`config.mk`:
```
export PLATFORM = sky130hd
export DESIGN_NAME = bc_trail_flat
export DESIGN_NICKNAME = d
export VERILOG_FILES = /design/src/rtl/bc_trail_if.sv /design/src/rtl/bc_trail.sv /design/src/flat_wrapper.sv
export SDC_FILE = /design/constraint.sdc
export NUM_CORES = 1
export LEC_CHECK = 0
export BUFFER_PORTS_ARGS = -buffer_cell sky130_fd_sc_hd__clkbuf_2
export CORE_ASPECT_RATIO = 0.7
export CORE_MARGIN = 3
export CORE_UTILIZATION = 25
export DETAILED_ROUTE_END_ITERATION = 7
export PLACE_DENSITY_LB_ADDON = 0.2
export SETUP_SLACK_MARGIN = 0.1
export SLEW_MARGIN = 5
export SYNTH_ARGS = -nofsm -noshare
export SYNTH_HDL_FRONTEND = slang
export SYNTH_SLANG_ARGS = --single-unit
```
`constraint.sdc`:
```
create_clock -name clk -period 10.3 [get_ports clk]
set_input_delay 0.515 -clock clk [delete_from_list [all_inputs] [get_ports clk]]
set_output_delay 0.515 -clock clk [all_outputs]
set_load 0.005 [all_outputs]
```
`src/rtl/bc_trail_if.sv`:
```
// Breadcrumb handshake bundle between the trail and its external FIFO buffer.
// The trail connects through the slave modport; the buffer side uses master.
interface bc_trail_if #(
   parameter int unsigned WIDTH = 16
);
   logic             bc_in_valid;
   logic [WIDTH-1:0] bc_in_data;
   logic             bc_in_rdy;
   logic             bc_out_valid;
   logic             bc_out_rdy;
   logic [WIDTH-1:0] bc_out_data;

   modport master (
      output bc_in_valid,
      output bc_in_data,
      output bc_out_rdy,
      input  bc_in_rdy,
      input  bc_out_valid,
      input  bc_out_data
   );

   modport slave (
      input  bc_in_valid,
      input  bc_in_data,
      input  bc_out_rdy,
      output bc_in_rdy,
      output bc_out_valid,
      output bc_out_data
   );
endinterface

```
`src/rtl/bc_trail.sv`:
```
// Breadcrumb trail: captures breadcrumbs from a buffer into a LIFO and, on request,
// replays them newest-first back into the buffer.
module bc_trail #(
   parameter int unsigned DEPTH = 64,
   parameter int unsigned WIDTH = 16
) (
   input  logic                   clk,
   input  logic                   rst,
   bc_trail_if.slave              bus,
   input  logic                   retrace_start,
   output logic                   retrace_busy,
   output logic                   retrace_done,
   output logic [$clog2(DEPTH):0] count,
   output logic                   full,
   output logic                   empty
);
   localparam int unsigned CW = $clog2(DEPTH) + 1;
   localparam int unsigned AW = (DEPTH > 1) ? $clog2(DEPTH) : 1;

   typedef enum logic [1:0] {IDLE, CAPTURE, RETRACE, DONE} state_t;

   state_t           state, state_next;
   logic [CW-1:0]    count_next;
   logic             pending, pending_next;
   logic             in_rdy_c;
   logic             wr_en;
   logic             out_valid_next;
   logic             done_next;
   logic [WIDTH-1:0] out_data_next;
   logic [AW-1:0]    wr_idx;
   logic [AW-1:0]    rd_idx;
   logic [WIDTH-1:0] mem [DEPTH];

   assign full   = (count == CW'(DEPTH));
   assign empty  = (count == '0);
   assign wr_idx = AW'(count);
   assign rd_idx = AW'(count_next - CW'(1));

   // Read strobe must coincide with the IDLE decision so the popped word lands in CAPTURE.
   assign bus.bc_in_rdy = in_rdy_c;

   // Next-state, counter and next-output decode.
   always_comb begin
      state_next   = state;
      count_next   = count;
      pending_next = pending;
      in_rdy_c     = 1'b0;
      wr_en        = 1'b0;
      case (state)
         IDLE: begin
            if (retrace_start || pending) begin
               pending_next = 1'b0;
               state_next   = empty ? DONE : RETRACE;
            end else if (bus.bc_in_valid && !full) begin
               in_rdy_c   = 1'b1;
               state_next = CAPTURE;
            end
         end
         CAPTURE: begin
            wr_en      = 1'b1;
            count_next = count + CW'(1);
            state_next = IDLE;
            if (retrace_start) pending_next = 1'b1;
         end
         RETRACE: begin
            if (bus.bc_out_rdy && !empty) begin
               count_next = count - CW'(1);
               if (count == CW'(1)) state_next = DONE;
            end
         end
         DONE:    state_next = IDLE;
         default: state_next = IDLE;
      endcase
      if (rst) in_rdy_c = 1'b0;
      out_valid_next = (state_next == RETRACE);
      done_next      = (state_next == DONE);
      out_data_next  = out_valid_next ? mem[rd_idx] : '0;
   end

   // State, counter and registered outputs.
   always_ff @(posedge clk) begin
      if (rst) begin
         state            <= IDLE;
         count            <= '0;
         pending          <= 1'b0;
         bus.bc_out_valid <= 1'b0;
         bus.bc_out_data  <= '0;
         retrace_busy     <= 1'b0;
         retrace_done     <= 1'b0;
      end else begin
         state            <= state_next;
         count            <= count_next;
         pending          <= pending_next;
         bus.bc_out_valid <= out_valid_next;
         bus.bc_out_data  <= out_data_next;
         retrace_busy     <= out_valid_next;
         retrace_done     <= done_next;
      end
   end

   // Trail storage; contents survive reset.
   always_ff @(posedge clk) begin
      if (wr_en && !rst) mem[wr_idx] <= bus.bc_in_data;
   end
endmodule

```
`src/flat_wrapper.sv`:
```
// flat-port wrapper written by rule: the top's interface ports become plain ports
module bc_trail_flat 
#(
   parameter int unsigned DEPTH = 64,
   parameter int unsigned WIDTH = 16
)
  (clk, rst, retrace_start, retrace_busy, retrace_done, count, full, empty, bus_bc_in_valid, bus_bc_in_data, bus_bc_out_rdy, bus_bc_in_rdy, bus_bc_out_valid, bus_bc_out_data);
  bc_trail_if #(.WIDTH(WIDTH)) bus_i ();
  input  logic clk;
  input  logic rst;
  input  logic retrace_start;
  output logic retrace_busy;
  output logic retrace_done;
  output logic [$clog2(DEPTH):0] count;
  output logic full;
  output logic empty;
  input wire logic [$bits(bus_i.bc_in_valid)-1:0] bus_bc_in_valid;
  input wire logic [$bits(bus_i.bc_in_data)-1:0] bus_bc_in_data;
  input wire logic [$bits(bus_i.bc_out_rdy)-1:0] bus_bc_out_rdy;
  output wire logic [$bits(bus_i.bc_in_rdy)-1:0] bus_bc_in_rdy;
  output wire logic [$bits(bus_i.bc_out_valid)-1:0] bus_bc_out_valid;
  output wire logic [$bits(bus_i.bc_out_data)-1:0] bus_bc_out_data;
  assign bus_i.bc_in_valid = bus_bc_in_valid;
  assign bus_i.bc_in_data = bus_bc_in_data;
  assign bus_i.bc_out_rdy = bus_bc_out_rdy;
  assign bus_bc_in_rdy = bus_i.bc_in_rdy;
  assign bus_bc_out_valid = bus_i.bc_out_valid;
  assign bus_bc_out_data = bus_i.bc_out_data;
  bc_trail #(.DEPTH(DEPTH), .WIDTH(WIDTH)) u_core (.clk(clk), .rst(rst), .bus(bus_i), .retrace_start(retrace_start), .retrace_busy(retrace_busy), .retrace_done(retrace_done), .count(count), .full(full), .empty(empty));
endmodule
```
==> out/metrics.csv, run 1 <==
metric,value,unit
worst_slack,3.848,ns
grt_antenna_before_repair,8,
cts_sinks,1052,
core_area,0.1621,mm^2
crit_fanout,87,
grt_overflow,0,
layout.cells.non_filler,4383,
ys_seq_area_share,76.18,%
setup_tns,0,ns
synth_fp_nets,1995,
yosys_warnings,0,
die_w,490.6,um
cts_hold_buffers,0,
die_h,345.2,um
timing.fmax,0.1550,GHz
ys_ff_latch,1052,
final_antenna_net_count,0,
placed_cell_area,0.04441,mm^2
endpoint_kind,flop,
wl_per_cell,25.54,um
skew,0.03607,ns
die_area,0.1694,mm^2
maxCapViolations,0,
critical_path_arrival,6.96,ns
worst-setup-path-type,flop to flop,
fin_util,29.45,%
vias,19710,
p_leak,14.91,nW
synth_edf_count,1024,
wl,111900,um
critPathRequiredTime,10.81,ns
holdWs,0.07713,ns
clk_pin_slew_worst_paths,0.06,ns
track_usage,13.08,%
hold_class,primary input to flop,
postSynthCellCount,1965,
min_from,retrace_start,
post-route-cell-area,0.04772,mm^2
setup_viol,0,
fin_crit_sh,62.64,%
nFillCells,15780,
drtPass1Iterations,5,
fin_crit,6.452,ns
power_density,281.9,mW/mm^2
numPortBuffers,49,
power,13.45,mW
detailed_place_hpwl,64520,um
dp_cells,4193,
ys.flop_type,edfxtp_1,
cts_tree,built,
clockRootBuffer,clkbuf_16,
grt_pass1_wl,159400,um
syn2layout_area_growth,16.11,%
avgViaCountPerCell,4.496,
grt_pass1_vias,20480,
finalHoldViolCount,0,
syn_avg_cell_area,20.92,um^2
worstSetupStartpoint,u_core.state[0]$_SDFF_PP0_,
num_rows,123,
irDropWorstVdd,0.0004029,V
gp_congestion,0.7454,
slew_violations,0,
r2r_start,u_core.state[0]$_SDFF_PP0_,
syn_area,0.04110,mm^2
insertion_delay,0.71,ns
worstMarginPinSlew,1.454,ns
yosysUniqueCellTypes,64,
nets,2139,
drc,0,
post_cts_resized,0,
dp_slack,3.822,ns
drive_gt1_share,27.19,%
cts_setup_buffers,0,
grt_max_degree,126,
start_util,25.36,%
boundaryPins,50,
start_kind,flop,
cts_max_level,3,
status,finished clean,
clockBufferDepth,3,
slew-limit-headroom,2.066,%
rsz0062_at_grt,false,
synth-async-reset-ratio,0,%
cts_buffers,100,
drt_iter0_drc,1992,
state kept, by name, indices dropped and copies added, names as in the netlist:
name,cells
u_core.mem,1024
u_core.bus.bc_out_data,16
u_core.count,7
u_core.state,2
u_core.bus.bc_out_valid,1
u_core.pending,1
u_core.retrace_done,1
critical path, stage by stage, from the launching register on:
cell      delay, ns
dfxtp_1        0.41
inv_1          0.13
ha_1           0.64
mux2_2         0.43
a311oi_4       0.28
buf_12         0.59
ha_4           0.76
buf_4          0.85
mux4_2         0.47
nand2_1        0.09
nand2_1        0.05
o21ai_0        1.10
o221ai_2       0.20
per-layer routing:
layer | GRT usage [%] | up-vias | share of wire, %
li1 | - | 8378 | -
met1 | 19.21 | 10650 | 47
met2 | 19.76 | 536 | 45
met3 | 2.763 | 139 | 6.1
met4 | 3.093 | 0 | 2.1
met5 | 0 | - | 0
kinds of logic after synthesis:
kind of cell / count (synthesis) / synth area share, %
buffers and inverters: 116 / 1.416
AOI/OAI and AO/OA: 95 / 1.881
xor gates and xnor gates: 5 / 0.1248
adders and majority gates: 9 / 0.2740
and+or+nand+nor: 329 / 3.547
DFF: 1052 / 76.18
muxes: 359 / 16.57
final timing paths:
kind,end,slack (ns),cells after the start
min reg2reg,u_core.pending$_SDFFE_PP0P_,0.49,2
min,u_core.pending$_SDFFE_PP0P_,0.08,3
max reg2reg,u_core.bus.bc_out_data[4]$_SDFF_PP0_,3.85,12
max,u_core.bus.bc_out_data[4]$_SDFF_PP0_,3.85,12
synth_stat cells (all sizes together), types with 2 or more instances:
cell type	instances	area, um^2
xor2	3	33.79
nor4	7	80.07
mux2i	100	1001
or2	3	18.77
a311oi	4	70.07
buf	49	330.3
nor2b	5	31.28
edfxtp	1024	30750
xnor2	2	17.52
inv	11	41.29
ha	9	112.6
mux2	2	22.52
nand3	40	200.2
nand4	2	12.51
mux4	257	5788
nand2	166	623.1
o21ai	35	175.2
o31ai	2	28.78
dfxtp	28	560.5
a22oi	15	112.6
or3	2	12.51
o221ai	15	193.9
nand3b	6	45.04
a211oi	4	35.03
a221oi	2	23.77
clkbuf	56	210.2
nand4b	2	17.52
nor3	6	35.03
o22ai	2	12.51
a31oi	3	25.02
and3	2	13.77
nor2	79	296.5
a21oi	5	25.02
nand2b	3	18.77
cell type report:
class	instances	area, um^2	share of cell area (%)
multi-input combinational	797	9326	19.54
clock buffer	126	2640	5.532
clock inverter	59	638.1	1.337
tap	2187	2736	5.734
timing repair buffer	147	1018	2.134
antenna	4	10.01	0.02098
sequential	1052	31310	65.61
inverter	11	41.29	0.08652
report_power, final:
group / total, mW / internal, mW / leakage (nW) / switching, mW
clock network: 3.73 / 2.06 / 1.59 / 1.66
logic: 4.96 / 1.91 / 3.89 / 3.05
registers: 4.76 / 4.73 / 9.43 / 0.0311
total: 13.5 / 8.70 / 14.9 / 4.75
placed cells by master (no fill, tap or decap), drive strengths merged, types with 7 or more instances in the layout:
cell type,Yosys,routed
a22oi,15,15
buf,49,98
bufinv,0,9
clkbuf,56,175
clkinv,0,41
dfxtp,28,28
edfxtp,1024,1024
ha,9,9
inv,11,16
mux2i,100,100
mux4,257,257
nand2,166,166
nand3,40,40
nor2,79,79
nor4,7,7
o21ai,35,35
o221ai,15,15
Note: power is estimated with default switching activity, not from simulation.
==> run 2, diff against run 1 <==
Settings changed: ABC_AREA set to 1.
Clock period 10.3 ns to 5.2 ns, I/O delays scaled along.
==> run 2 against run 1 <==
Hold slack worse by 0.0052 ns. Via count up 63%. Final area up 13%. Routed wire length is 37% higher. Non-clock buffer count up 43. Synthesized area increased by 14%. Largest cell class unchanged.
==> out/metrics.csv, run 2 <==
metric,value,unit,change
status,finished clean,,
postSynthCellCount,4788,,+140%
drc,0,,unchanged
grt_max_degree,172,,+37%
cts_max_level,3,,unchanged
synth_top_area_cell,edfxtp_1,,
slew-limit-headroom,21.23,%,+19 points
syn_area,0.04699,mm^2,+14%
critPathRequiredTime,5.80,ns,-5.01 ns
slew_violations,0,,unchanged
finalHoldViolCount,0,,unchanged
grt_antenna_before_repair,13,,+5
rsz0062_at_grt,false,,
layout_common_cells,"nand2_1, edfxtp_1, inv_1",,
reg_top3,"u_core.mem: 1024 flops, u_core.bus.bc_out_data: 16 flops, u_core.count: 7 flops",,
clk_pin_slew_worst_paths,0.07,ns,about the same
synth_area_leaders,"edfxtp_1, nand2_1, nand3_1, inv_1, nor2_1",,
fin_util,28.96,%,-0.48 points
hold_path_end,u_core.mem[10][10]$_DFFE_PP_,,
synth_edf_count,1024,,unchanged
ys_seq_area_share,66.64,%,-9.5 points
wirelength_met1,76240,um,+45%
synth_fp_nets,4818,,+140%
hold_depth,1,,-2
grt_overflow,0,,unchanged
synth_commonest_cells,"nand2_1, edfxtp_1, inv_1",,
track_usage,15.48,%,+2.4 points
top_layer,met4,,
die_h,368.7,um,+6.8%
setup_tns,0,ns,unchanged
fin_crit_sh,92.62,%,+30 points
grt_pass1_vias,29420,,+44%
clockBufferDepth,3,,unchanged
yosysMostFrequentCell,nand2_1,,
wl,153000,um,+37%
ys.flop_type,edfxtp_1,,
layout_commonest_cell,nand2_1,,
crit_fanout,32,,-63%
start_util,25.29,%,-0.073 points
gp_congestion,0.8216,,+10%
yosysUniqueCellTypes,34,,-47%
critical_path_arrival,5.41,ns,-1.55 ns
regMostFlops,u_core.mem,,
r2r_cells,19,,+7
cts_sinks,1052,,unchanged
r2r_start,u_core.count[0]$_SDFF_PP0_,,
die_area,0.1933,mm^2,+14%
start_kind,flop,,
maxCapViolations,0,,unchanged
rr_endpoint,u_core.bus.bc_out_data[5]$_SDFF_PP0_,,
ys_ff_latch,1052,,unchanged
hold_class,primary input to flop,,
nets,4878,,+130%
netlist.area_leader.share,65.45,%,-9.4 points
drtPass1Iterations,5,,unchanged
core_area,0.1858,mm^2,+15%
dr_wl_met2,63650,um,+27%
vias,32020,,+63%
drt_iter0_drc,3127,,+57%
avgViaCountPerCell,4.316,,-4.0%
setup_viol,0,,unchanged
timing.fmax,0.2076,GHz,+34%
synth-async-reset-ratio,0,%,unchanged
yosys_warnings,0,,unchanged
clockRootBuffer,clkbuf_16,,
endpoint_kind,flop,,
holdWs,0.07193,ns,-0.005200 ns
numPortBuffers,49,,unchanged
die_w,524.2,um,+6.8%
r2r_slack,0.38,ns,-3.46 ns
syn2layout_area_growth,14.53,%,
cts_setup_buffers,0,,unchanged
worstMarginPinSlew,1.180,ns,-0.2734 ns
largest_register_ffs,1024,,unchanged
final_antenna_net_count,0,,unchanged
detailed_place_hpwl,89120,um,+38%
skew,0.02210,ns,-0.01397 ns
drive_gt1_share,7.844,%,-19 points
boundaryPins,50,,unchanged
syn_avg_cell_area,9.813,um^2,-53%
nFillCells,19450,,+23%
route.met3.wl,10750,um,+58%
min_from,bus_bc_in_data[10],,
worst-setup-path-type,flop to flop,,
grt_pass1_wl,218700,um,+37%
cts_tree,built,,
insertion_delay,0.72,ns,about the same
fin_crit,4.816,ns,-1.636 ns
wl_per_cell,20.63,um,-19%
cts_buffers,102,,+2.0%
num_rows,132,,+7.3%
==> run 2: cell count changes in the layout (fill, tap and decap cells not counted), sizes merged, moves of 16 or more <==
cell    change
o211ai     +16
nor2      +110
inv       +919
buf        +53
mux2i     -100
nand2    +1388
mux4      -257
nand3     +691
o21ai      +18
==> run 2: worst max-delay path by stage <==
stage / start / to / slack [ns] / cells past startpoint
after detailed placement: u_core.count[0]$_SDFF_PP0_ / u_core.bus.bc_out_data[5]$_SDFF_PP0_ / 0.52 / 20
after global placement: u_core.count[0]$_SDFF_PP0_ / u_core.bus.bc_out_data[5]$_SDFF_PP0_ / 0.54 / 19
after CTS: u_core.count[0]$_SDFF_PP0_ / u_core.bus.bc_out_data[5]$_SDFF_PP0_ / 0.50 / 20
after global routing: u_core.count[0]$_SDFF_PP0_ / u_core.bus.bc_out_data[5]$_SDFF_PP0_ / 0.17 / 20
final: u_core.count[0]$_SDFF_PP0_ / u_core.bus.bc_out_data[5]$_SDFF_PP0_ / 0.38 / 19
after floorplan: u_core.count[0]$_SDFF_PP0_ / u_core.bus.bc_out_data[10]$_SDFF_PP0_ / 1.75 / 26
==> run 2: cell families after synthesis <==
logic type	synth area share (%)
AND/OR/NAND/NOR	22.00
buffers and inverters	10.07
flip-flops	66.64
AO/OA/AOI/OAI	0.9720
adder cells (fa/ha/maj)	0.2397
XOR/XNOR	0.07724
==> run 2: layout make-up <==
cell class                 count  area, um^2  area share (%)
tap                         2479        3102           5.764
inverter                     933        3520           6.540
multi-input combinational   2569       11060           20.56
sequential                  1052       31310           58.18
clock inverter                52       421.7          0.7835
clock buffer                 138        2843           5.283
antenna                        6       15.01         0.02790
timing repair buffer         190        1541           2.864
==> run 2: repair_timing <==
action / 4_1_cts / 5_1_grt
endpoints found under the setup margin: 0 / 0
hold buffers: 6 / 0
gates resized for setup: 0 / 0
hold endpoints to repair: 56 / 0
==> run 2: stage by stage <==
stage                     cells  setup WS [ns]  area, um^2
final                      7419         0.3840       53810
after global routing       7414         0.1731       53800
after CTS                  7413         0.4960       53800
after detailed placement   7217         0.5162       50470
after global placement     7217         0.5363       50470
after floorplan            4788          1.754       46990
==> run 2: per-layer routing <==
layer | global-route usage, % | vias to the layer above
met5 | 0 | -
li1 | - | 15360
met2 | 22.04 | 910
met3 | 3.245 | 144
met1 | 23.98 | 15610
met4 | 2.912 | 0
==> run 2: worst max-delay path, stage by stage (launching register included) <==
cell and delay (ns):
dfxtp_1 0.64, inv_2 0.20, ha_1 0.27, inv_1 0.10, nor2_4 0.06, nand2_4 0.09, nand2_4 0.08, nand2_4 0.09
nand2_2 0.10, nand2_4 0.26, nand2_8 0.30, nor2_4 0.26, nand3_1 0.11, nand2_2 0.43, buf_4 0.51, nand3_1 0.35
nand3_1 0.21, nand3_1 0.26, nand2_1 0.23, nor2_1 0.07
Power of run 2 is left out: the tool's default activity adds up to more than one toggle a clock period on the data nets, which glitch-free logic cannot reach.
==> run 3, diff against run 2 <==
Settings changed: CORE_MARGIN 3 to unset, REMOVE_ABC_BUFFERS set to 1.
Clock period 5.2 ns to 4.4 ns, I/O delays scaled along.
==> run 3 against run 2 <==
Clock skew grew 0.0052 ns. Sequential share of layout area shrank 0.37 points. Highest routed layer unchanged. Global-route usage grew 1.1 points. Critical path depth grew 2. Die area shrank 1.8%.
==> out/metrics.csv, run 3 (synthesis gave the netlist of run 2 again) <==
metric,value,unit,change
worst-setup-path-type,flop to flop,,
cts_max_level,3,,unchanged
placed_cell_area,0.05072,mm^2,+0.49%
cts_tree,built,,
nets,4917,,+0.80%
critical_path_arrival,4.59,ns,-0.82 ns
cts_sinks,1052,,unchanged
die_area,0.1897,mm^2,-1.8%
vias,32580,,+1.8%
die_h,364.7,um,-1.1%
gp_congestion,0.8474,,+3.1%
layout_commonest_cell,nand2_1,,
largest_register_ffs,1024,,unchanged
setup_viol,0,,unchanged
finalHoldViolCount,0,,unchanged
worstMarginPinSlew,1.158,ns,-0.02227 ns
wl_per_cell,21.40,um,+3.7%
drc,0,,unchanged
final_antenna_net_count,0,,unchanged
skew,0.02731,ns,+0.005213 ns
drive_gt1_share,8.091,%,+0.25 points
multi_input_area,0.01103,mm^2,-0.25%
status,finished clean,,
layout_common_cells,"nand2_1, edfxtp_1, inv_1",,
seqCellArea,0.03131,mm^2,unchanged
numPortBuffers,49,,unchanged
detailed_place_hpwl,97710,um,+9.6%
num_rows,132,,unchanged
timing.fmax,0.2500,GHz,+20%
grt_pass1_wl,227200,um,+3.9%
start_util,25.29,%,unchanged
maxCapViolations,0,,unchanged
reg_top3,"u_core.mem: 1024 flops, u_core.bus.bc_out_data: 16 flops, u_core.count: 7 flops",,
start_kind,flop,,
nFillCells,19420,,-0.18%
cts_buffers,107,,+4.9%
crit_fanout,49,,+53%
regMostFlops,u_core.mem,,
core_area,0.1858,mm^2,unchanged
boundaryPins,50,,unchanged
rsz0062_at_grt,false,,
critPathRequiredTime,4.99,ns,-0.81 ns
drtPass1Iterations,6,,+1
setup_tns,0,ns,unchanged
clockRootBuffer,clkbuf_16,,
fin_crit,4.000,ns,-0.8165 ns
hold_class,primary input to flop,,
post-route-cell-area,0.05416,mm^2,+0.63%
wl,159700,um,+4.3%
die_w,520.2,um,-0.76%
clockBufferDepth,3,,unchanged
grt_overflow,0,,unchanged
syn2layout_area_growth,15.26,%,
track_usage,16.61,%,+1.1 points
drt_iter0_drc,4023,,+29%
avgViaCountPerCell,4.366,,+1.2%
grt_max_degree,136,,-21%
clk_pin_slew_worst_paths,0.06,ns,about the same
slew_violations,0,,unchanged
insertion_delay,0.74,ns,+0.02 ns
grt_pass1_vias,30030,,+2.1%
holdWs,0.05760,ns,-0.01433 ns
endpoint_kind,flop,,
fin_crit_sh,90.90,%,-1.7 points
grt_antenna_before_repair,13,,unchanged
slew-limit-headroom,22.61,%,+1.4 points
fin_util,29.15,%,+0.18 points
==> run 3: changes by cell type in the layout (fill, tap and decap cells not counted), moves of 4 or more <==
cell,change
clkbuf_1,+8
nor2_2,-12
clkinv_2,+4
clkinvlp_4,-4
clkbuf_8,-7
nor2_1,+12
buf_4,+27
buf_12,+4
dlygate4sd3_1,+4
clkinv_1,+8
==> run 3: critical path, stage by stage, from the launching register on <==
cell,delay [ns]
dfxtp_1,0.32
inv_2,0.15
ha_1,0.22
inv_1,0.08
nor2_4,0.17
nand2_4,0.10
nand2_4,0.11
nand2_4,0.07
nand2_2,0.09
nand2_4,0.19
nand2_8,0.27
buf_12,0.33
buf_4,0.34
nand2_1,0.08
nand3_1,0.11
nand2_1,0.07
nand2_1,0.18
nand3_1,0.10
nand3_1,0.10
nand2_1,0.08
nor2_1,0.48
nor2_1,0.10
==> run 3: layout make-up <==
| class | instances | share of cell area, % |
|---|---|---|
| diodes | 3 | 0.01386 |
| clock buffers | 142 | 5.265 |
| clock inverters | 61 | 0.8710 |
| inverters | 933 | 6.499 |
| multi-input cells | 2569 | 20.38 |
| flip-flops and latches | 1052 | 57.81 |
| well taps | 2479 | 5.727 |
| repair buffers | 224 | 3.433 |
==> run 3: per-layer routing <==
layer / wire length [um] / track usage, % / vias up
met5: 0 / 0 / -
met2: 62540 / 22.43 / 1044
met3: 11890 / 3.624 / 187
met4: 3690 / 4.144 / 0
li1: - / - / 15440
met1: 81550 / 26.09 / 15920
==> run 3: metrics by stage <==
step                      setup WS (ns)  std cells
after floorplan                  -13.46       4554
after global placement           0.3872       7247
after detailed placement         0.4328       7247
after CTS                        0.4276       7460
after global routing             0.1873       7461
final                            0.4004       7463
==> run 3: worst paths after layout <==
check	slack (ns)	to	cells past startpoint	startpoint
setup / recovery	0.40	u_core.bus.bc_out_data[10]$_SDFF_PP0_	21	u_core.count[0]$_SDFF_PP0_
hold / removal	0.06	u_core.mem[26][11]$_DFFE_PP_	1	bus_bc_in_data[11]
setup reg to reg	0.40	u_core.bus.bc_out_data[10]$_SDFF_PP0_	21	u_core.count[0]$_SDFF_PP0_
hold reg to reg	0.49	u_core.pending$_SDFFE_PP0P_	2	u_core.pending$_SDFFE_PP0P_
==> run 3: repair_timing <==
| item | CTS | global route |
|---|---|---|
| hold buffers | 10 | 0 |
| hold endpoints to repair | 151 | 0 |
| resized for setup | 0 | 1 |
| endpoints found under the setup margin | 0 | 1 |
| setup buffers | 0 | 0 |
Power of run 3 is left out for the same reason.
